## config.mk

```make
export PLATFORM = sky130hd
export DESIGN_NAME = conv_frame_encoder
export DESIGN_NICKNAME = d
export VERILOG_FILES = /design/src/rtl/conv_frame_encoder.sv
export SDC_FILE = /design/constraint.sdc
export NUM_CORES = 1
export LEC_CHECK = 0
export ABC_CLOCK_PERIOD_IN_PS = 3730
export CAP_MARGIN = 20
export CORE_MARGIN = 2
export CORE_UTILIZATION = 40
export CTS_BUF_LIST = sky130_fd_sc_hd__clkbuf_8
export DETAILED_ROUTE_END_ITERATION = 16
export PLACE_DENSITY = 0.6
export SYNTH_ARGS = -nofsm -noshare
export SYNTH_HDL_FRONTEND = slang
export SYNTH_SLANG_ARGS = --single-unit
```

## constraint.sdc

```tcl
create_clock -name clk -period 3.73 [get_ports clk]
set_input_delay 0.5595 -clock clk [delete_from_list [all_inputs] [get_ports clk]]
set_output_delay 0.5595 -clock clk [all_outputs]
set_load 0.01 [all_outputs]
```

## src/rtl/conv_frame_encoder.sv

```systemverilog
// conv_frame_encoder: collects a payload frame, convolutionally encodes it
// (rate 1/2, constraint length K) and hands the coded bytes to a UART tx.
module conv_frame_encoder #(
  parameter int PAYLOAD_BYTES = 4,
  parameter int K             = 3,
  parameter int G0            = 7,
  parameter int G1            = 5,
  parameter int TAIL          = 1,
  parameter int AUTO_SEND     = 1
) (
  input  logic       clk,
  input  logic       rst,
  input  logic       rx_valid,
  input  logic [7:0] rx_data,
  input  logic       abort,
  input  logic       send_req,
  input  logic       tx_busy,
  output logic       tx_start,
  output logic [7:0] tx_data,
  output logic       busy,
  output logic       frame_done,
  output logic       overrun
);

  localparam int PBITS     = 8 * PAYLOAD_BYTES;
  localparam int TBITS     = (TAIL != 0) ? K - 1 : 0;
  localparam int IB        = PBITS + TBITS;
  localparam int OB        = 2 * IB;
  localparam int OUT_BYTES = (OB + 7) / 8;
  localparam int RW = (PAYLOAD_BYTES > 1) ? $clog2(PAYLOAD_BYTES) : 1;
  localparam int BW = $clog2(IB);
  localparam int IW = $clog2(OUT_BYTES);
  localparam int PW = $clog2(PBITS);
  localparam int OW = $clog2(8 * OUT_BYTES);

  localparam logic [RW-1:0] RX_LAST  = RW'(PAYLOAD_BYTES - 1);
  localparam logic [BW-1:0] BIT_LAST = BW'(IB - 1);
  localparam logic [IW-1:0] IDX_LAST = IW'(OUT_BYTES - 1);
  localparam logic [K-1:0]  GM0      = K'(G0);
  localparam logic [K-1:0]  GM1      = K'(G1);

  typedef enum logic [2:0] {
    S_COLLECT,
    S_ENCODE,
    S_SEND,
    S_HOLD,
    S_WAIT
  } state_e;

  state_e                 state_q;
  logic [RW-1:0]          rx_cnt_q;
  logic [BW-1:0]          bit_q;
  logic [IW-1:0]          idx_q;
  logic [K-2:0]           s_q;
  logic                   pend_q;
  logic [PBITS-1:0]       pbuf_q;
  logic [8*OUT_BYTES-1:0] obuf_q;
  logic [7:0]             txd_q;
  logic                   fd_q;
  logic                   ovr_q;

  logic [IB-1:0] ibits;
  logic [K-1:0]  win;
  logic          c0;
  logic          c1;
  logic          go;
  logic [7:0]    obyte;
  logic [PW-1:0] ppos;
  logic [OW-1:0] opos;
  logic [OW-1:0] bpos;

  // Tail bits fall out as zeros from the zero-extension past the payload.
  assign ibits = IB'(pbuf_q);
  assign win   = {s_q, ibits[bit_q]};
  assign c0    = ^(win & GM0);
  assign c1    = ^(win & GM1);
  assign ppos  = PW'({rx_cnt_q, 3'b000});
  assign opos  = OW'({bit_q, 1'b0});
  assign bpos  = OW'({idx_q, 3'b000});
  assign obyte = obuf_q[bpos +: 8];

  // Start is decided in the SEND cycle itself so it can rise on entry.
  assign go = (state_q == S_SEND) && !tx_busy && !abort &&
              ((AUTO_SEND != 0) || pend_q);

  assign tx_start   = go;
  assign tx_data    = go ? obyte : txd_q;
  assign busy       = (state_q != S_COLLECT);
  assign frame_done = fd_q;
  assign overrun    = ovr_q;

  // Frame FSM: collect, encode one bit per cycle, then pace bytes out.
  always_ff @(posedge clk or posedge rst) begin
    if (rst) begin
      state_q  <= S_COLLECT;
      rx_cnt_q <= '0;
      bit_q    <= '0;
      idx_q    <= '0;
      s_q      <= '0;
      pend_q   <= 1'b0;
      pbuf_q   <= '0;
      obuf_q   <= '0;
      txd_q    <= '0;
      fd_q     <= 1'b0;
      ovr_q    <= 1'b0;
    end else begin
      fd_q <= 1'b0;
      if ((AUTO_SEND == 0) && send_req) begin
        pend_q <= 1'b1;
      end
      if (abort) begin
        state_q  <= S_COLLECT;
        rx_cnt_q <= '0;
        bit_q    <= '0;
        idx_q    <= '0;
        s_q      <= '0;
        pend_q   <= 1'b0;
        ovr_q    <= 1'b0;
      end else begin
        if (rx_valid && (state_q != S_COLLECT)) begin
          ovr_q <= 1'b1;
        end
        unique case (state_q)
          S_COLLECT: begin
            if (rx_valid) begin
              pbuf_q[ppos +: 8] <= rx_data;
              if (rx_cnt_q == RX_LAST) begin
                rx_cnt_q <= '0;
                bit_q    <= '0;
                s_q      <= '0;
                state_q  <= S_ENCODE;
              end else begin
                rx_cnt_q <= rx_cnt_q + 1'b1;
              end
            end
          end
          S_ENCODE: begin
            obuf_q[opos]      <= c0;
            obuf_q[opos + 1'b1] <= c1;
            s_q <= win[K-2:0];
            if (bit_q == BIT_LAST) begin
              idx_q   <= '0;
              state_q <= S_SEND;
            end else begin
              bit_q <= bit_q + 1'b1;
            end
          end
          S_SEND: begin
            if (go) begin
              txd_q   <= obyte;
              pend_q  <= 1'b0;
              state_q <= S_HOLD;
            end
          end
          S_HOLD: begin
            state_q <= S_WAIT;
          end
          S_WAIT: begin
            if (!tx_busy) begin
              if (idx_q == IDX_LAST) begin
                idx_q   <= '0;
                fd_q    <= 1'b1;
                state_q <= S_COLLECT;
              end else begin
                idx_q   <= idx_q + 1'b1;
                state_q <= S_SEND;
              end
            end
          end
          default: begin
            state_q <= S_COLLECT;
          end
        endcase
      end
    end
  end

endmodule

```

Word-level counts from Yosys, hierarchy flattened:

Cells that the tools add are included.

* output and inout bits: 12
* register bits after elaboration: 131
* input bits: 14
* logic and storage cells: 103

* magnitude comparators: 5
* mux-type cells: 42
* shifts and indexed selects: 3
* bitwise operators: 1
* add/subtract/negate cells: 5
* eq/ne operators: 13
* reduce and logical (&&, ||, !) cells: 24

Operator list (count)
* bitwise mux 72 bit: 2
* indexed part select 72 x 8 -> 8 bit: 1
* bitwise mux 32 bit: 1
* variable shift 8 x 7 -> 32 bit, first input constant: 1
* indexed part select 8 x 7 -> 32 bit: 1
* two-way mux 6 bit: 4
* two-way mux 3 bit: 6
* inequality test 3 bit, second input constant: 6
* < comparator 7 x 8 -> 1 bit, second input constant: 2
* two-way mux 2 bit: 8
* two-way mux 4 bit: 4
* case mux 3 bit (5 select lines): 1
* >= comparator 7 x 1 -> 1 bit, second input constant: 2
* case mux 6 bit (2 select lines): 1
* two-way mux 1 bit: 9
* AND reduction 3 bit: 3
* nonzero test 3 bit: 3
* two-way mux 8 bit: 1
* case mux 4 bit (2 select lines): 1
* adder 7 x 1 -> 7 bit, second input constant: 1
* demux 1 bit (select 7 bit): 1
* < comparator 6 x 7 -> 1 bit, second input constant: 1
* negation 5 -> 7 bit: 1
* adder 6 x 1 -> 6 bit, second input constant: 1
* 20 further kinds: 31

Depth between registers and ports, before layout:

* word-level depth: 6
* gate-level depth with buffers: 9
* depth with buffers taken out: 8

Least setup slack after synthesis:

OpenSTA, ideal clock, no wires.

* path kind: input to output
* from: input port abort
* to: output port tx_data[0]
* required time: 3171 ps
* path slack: 1114 ps
* cell stages on the path: 5
* arrival: 2056 ps
* buffers on the path: 2
* cells stage by stage: clkbuf_1 > nor4b_1 > clkbuf_1 > nor2_1 > a21oi_1

* word-level cells in the longest chain between the ends: 3

RTL lines
* start, declared: RTL line 15 `input logic abort,`
* zero test 1 bit: RTL line 83 `assign go = (state_q == S_SEND) && !tx_busy && !abort &&`
* logical AND 1 bit: RTL line 83
* two-way mux 8 bit
* end, declared: RTL line 19 `output logic [7:0] tx_data,`

Every way passes these cells.

Final worst setup path:

* from: register idx_q[1]
* to: output port tx_data[7]

* word-level cells in the longest chain between the ends: 2

RTL lines
* start, declared: RTL line 53 `logic [IW-1:0] idx_q;`
* start signal, assigned: RTL line 165 `idx_q <= idx_q + 1'b1;`
* indexed part select 72 x 8 -> 8 bit: RTL line 80 `assign obyte = obuf_q[bpos +: 8];`
* two-way mux 8 bit

Every way passes these cells.

==> run_results.csv <==
group,metric,value,unit
run_status,status,"complete, no violations",
logic_synthesis,ys_ff_latch,131,
drt,postRouteWirelength,14300,um
worst_hold_path,hold_class,"reg2reg",
logic_synthesis,synth.avg_cell_area,10.5,sq um
timing,fmax,0.288,GHz
power_and_ir_drop,switchingPower,0.00109,W
cts,clk_latency,0.46,ns
global_routing,grt_pass1_wl,24800,um
logic_synthesis,synth_top_area_share,50.7,%
setup_path,r2r-start,"bit_q[2]",
timing,max_slew_margin,40.1,%
final_layout,area_growth,14.0,%
setup_path,crit_start,"idx_q[1]",
timing,setup_tns,0,ns
drt,drc,0,
logic_synthesis,synthTopCellsByArea,"dfrtp_1 51%, mux2_2 7.8%, nand2_1 5.9%",
final_layout,multiInputGateArea,0.00301,sq mm
global_routing,grt_overflow_total,0,
timing,setup_viol,0,
floorplan,fp.coreArea,0.0158,sq mm
power_and_ir_drop,p_clk_share,32.0,%
logic_synthesis,syn-num-nets,642,
timing,hold_viol,0,
drt,vias_per_cell,5.26,
placed_design,dp_hpwl,10000,um
placed_design,gp_congestion,0.830,
logic_synthesis,synthDistinctLibCells,55,
cts,post_cts_buffers,0,
cts,tritoncts,"yes",
cts,cts_buffers,17,
setup_path,critPathLaunchType,"register",
cts,cts_max_level,4,
final_layout,n_fill_cell,1473,
logic_synthesis,async_flop_share,100,%
timing,maxSlewViolCount,0,
logic_synthesis,yosys_warnings,0,
logic_synthesis,ys_seq_area_share,50.7,%
floorplan,die-area,0.0172,sq mm
drt,drtPass1Iterations,5,
floorplan,die_w,131,um
floorplan,initial_utilization,40.9,%
timing,worstMarginPinSlew,0.899,ns
logic_synthesis,synthFlopType,"dfrtp_1",
global_routing,grt_usage,18.1,%
power_and_ir_drop,power.combinational.fraction,23.1,%
final_layout,ff_latch_area,0.00328,sq mm
global_routing,grt_max_degree,47,
timing,timing.hold.ws,0.486,ns
setup_path,worstPathRequired,3.17,ns
final_layout,diodes,0,
floorplan,num_io_pins,26,
cts,cts_resized,0,
setup_path,endpoint_kind,"output port",
cts,clock-sinks,131,
placed_design,pre_cts_slack,0.558,ns
power_and_ir_drop,cell_internal_pwr,0.00242,W
logic_synthesis,synth_edf_count,0,
cts,clock-root-buffer,"clkbuf_8",
drt,ant_nets,0,
final_layout,layout-drive-gt1-share,17.8,%
timing,setup_slack,0.258,ns
power_and_ir_drop,power_frac_seq,44.9,%
timing,period_needed,3.47,ns
timing,finalCritPeriodShare,93.1,%
run,max_cap_violations,0,
setup_path,crit_fanout,21,
drt,drtIter0Drc,280,
cts,cts_hold_buffers,0,
setup_path,path_class,"reg2out",
setup_path,arrival,2.91,ns
timing,rsz0062_at_grt,"no",
logic_synthesis,synth_cells,618,
final_layout,stdcell_count,878,
drt,wl_per_cell,16.3,um
global_routing,grt_pass1_vias,4859,
floorplan,row_count,46,
drt,via_count,4619,
logic_synthesis,synth.largest_area_cell,"dfrtp_1",
cts,clk_pin_slew,0.07,ns
cts,clockBufferDepth,2,
final_layout,fin_nets,675,
power_and_ir_drop,power.leakage,3.23,nW
power_and_ir_drop,swShare,31.1,%
placed_design,io_buffers,24,
power_and_ir_drop,pwr_density_cell,477,mW/mm^2
power_and_ir_drop,ir_drop,0.000246,V
logic_synthesis,synth.cell_area,0.00647,sq mm
worst_hold_path,hp-start,"pbuf_q[11]",
global_routing,grt_antenna_before_repair,0,
timing,fin_skew,0.0113,ns
placed_design,dp_cells,845,
floorplan,fp.dieH,131,um
==> registers in the layout (all words and copies together) (netlist names) <==
name / flops
txd_q: 8
pbuf_q: 32
overrun: 1
rx_cnt_q: 2
bit_q: 6
s_q: 2
state_q: 3
idx_q: 4
frame_done: 1
obuf_q: 72
==> cell usage in the layout (no fill, tap or decap), types with 10 or more instances in the layout <==
cell / count
clkbuf_8: 19
o21ai_0: 39
buf_4: 15
inv_1: 12
clkdlybuf4s50_1: 24
a21oi_1: 43
mux2_2: 45
nor2_1: 62
nand3_1: 16
dfrtp_1: 131
mux4_2: 16
nand2_1: 102
ha_1: 10
o21ai_1: 14
==> power groups by stage <==
stage / sequential (W) / clock (W) / combinational [W]
floorplan: 0.00158 / 0 / 0.000581
global placement: 0.00160 / 0 / 0.000797
detailed placement: 0.00161 / 0 / 0.000810
CTS: 0.00158 / 0.00116 / 0.000811
global route: 0.00159 / 0.00122 / 0.000909
finish: 0.00158 / 0.00112 / 0.000814
==> final timing paths <==
path,end,slack [ns],cells after the start
hold reg to reg,pbuf_q[11],0.49,2
min in group asynchronous,obuf_q[32],0.53,2
hold / removal,pbuf_q[11],0.49,2
setup reg to reg,obuf_q[43],0.88,9
max in group asynchronous,txd_q[3],2.42,3
setup / recovery,tx_data[7],0.26,6
==> metrics by stage <==
stage / area (sq um) / util [%] / power (W)
after floorplan: 6470 / - / 0.00217
after global placement: 7000 / 44.2 / 0.00240
after detailed placement: 7000 / 44.2 / 0.00242
after CTS: 7360 / 46.5 / 0.00355
after global routing: 7370 / 46.6 / 0.00373
final: 7370 / 46.6 / 0.00352
==> final cells by class <==
cell class              count  share of cell area (%)
well taps                 216                    3.66
repair buffers             44                    5.56
inverters                  10                   0.560
multi-input cells         447                    40.9
flip-flops and latches    131                    44.5
clock buffers              19                    3.55
clock inverters            11                    1.34
==> synthesized netlist by cell type, types with 5 or more instances <==
master,n
dfrtp_1,131
nand2_1,102
nor2_1,62
mux2_2,45
a21oi_1,43
o21ai_0,39
clkbuf_1,20
mux4_2,16
nand3_1,16
o21ai_1,14
ha_1,10
mux2i_1,9
nor3_1,9
a221oi_1,8
inv_1,8
nor2b_1,7
nand3b_1,6
and3_1,5
nor3b_1,5
==> metal layers <==
layer	track usage [%]	share of wire, %	vias to the layer above
met5	0	0	-
met4	6.88	1.8	0
met3	4.05	3.3	18
met2	29.1	48	67
met1	24.1	47	2288
li1	-	-	2246
==> critical path: stages, from the launching register on <==
cell and delay [ns]:
dfrtp_1 0.93, mux4_2 0.42, mux2i_1 0.21, nor2_1 0.07, a21oi_1 0.22, a21oi_1 0.11, clkdlybuf4s50_1 0.49
==> logic make-up (layout without fill, tap and decap cells) <==
kind of cell             count (synthesis)  after routing  share of synthesized area [%]
multiplexers                            70             70                           14.8
adder cells (fa/ha/maj)                 10             10                           1.93
flip-flops                             131            131                           50.7
XOR/XNOR                                 9              9                           1.91
AND/OR/NAND/NOR                        231            231                           16.0
AO/OA/AOI/OAI                          127            127                           11.8
buffers and inverters                   40             84                           2.86
Power figures use the tool's default switching activity.
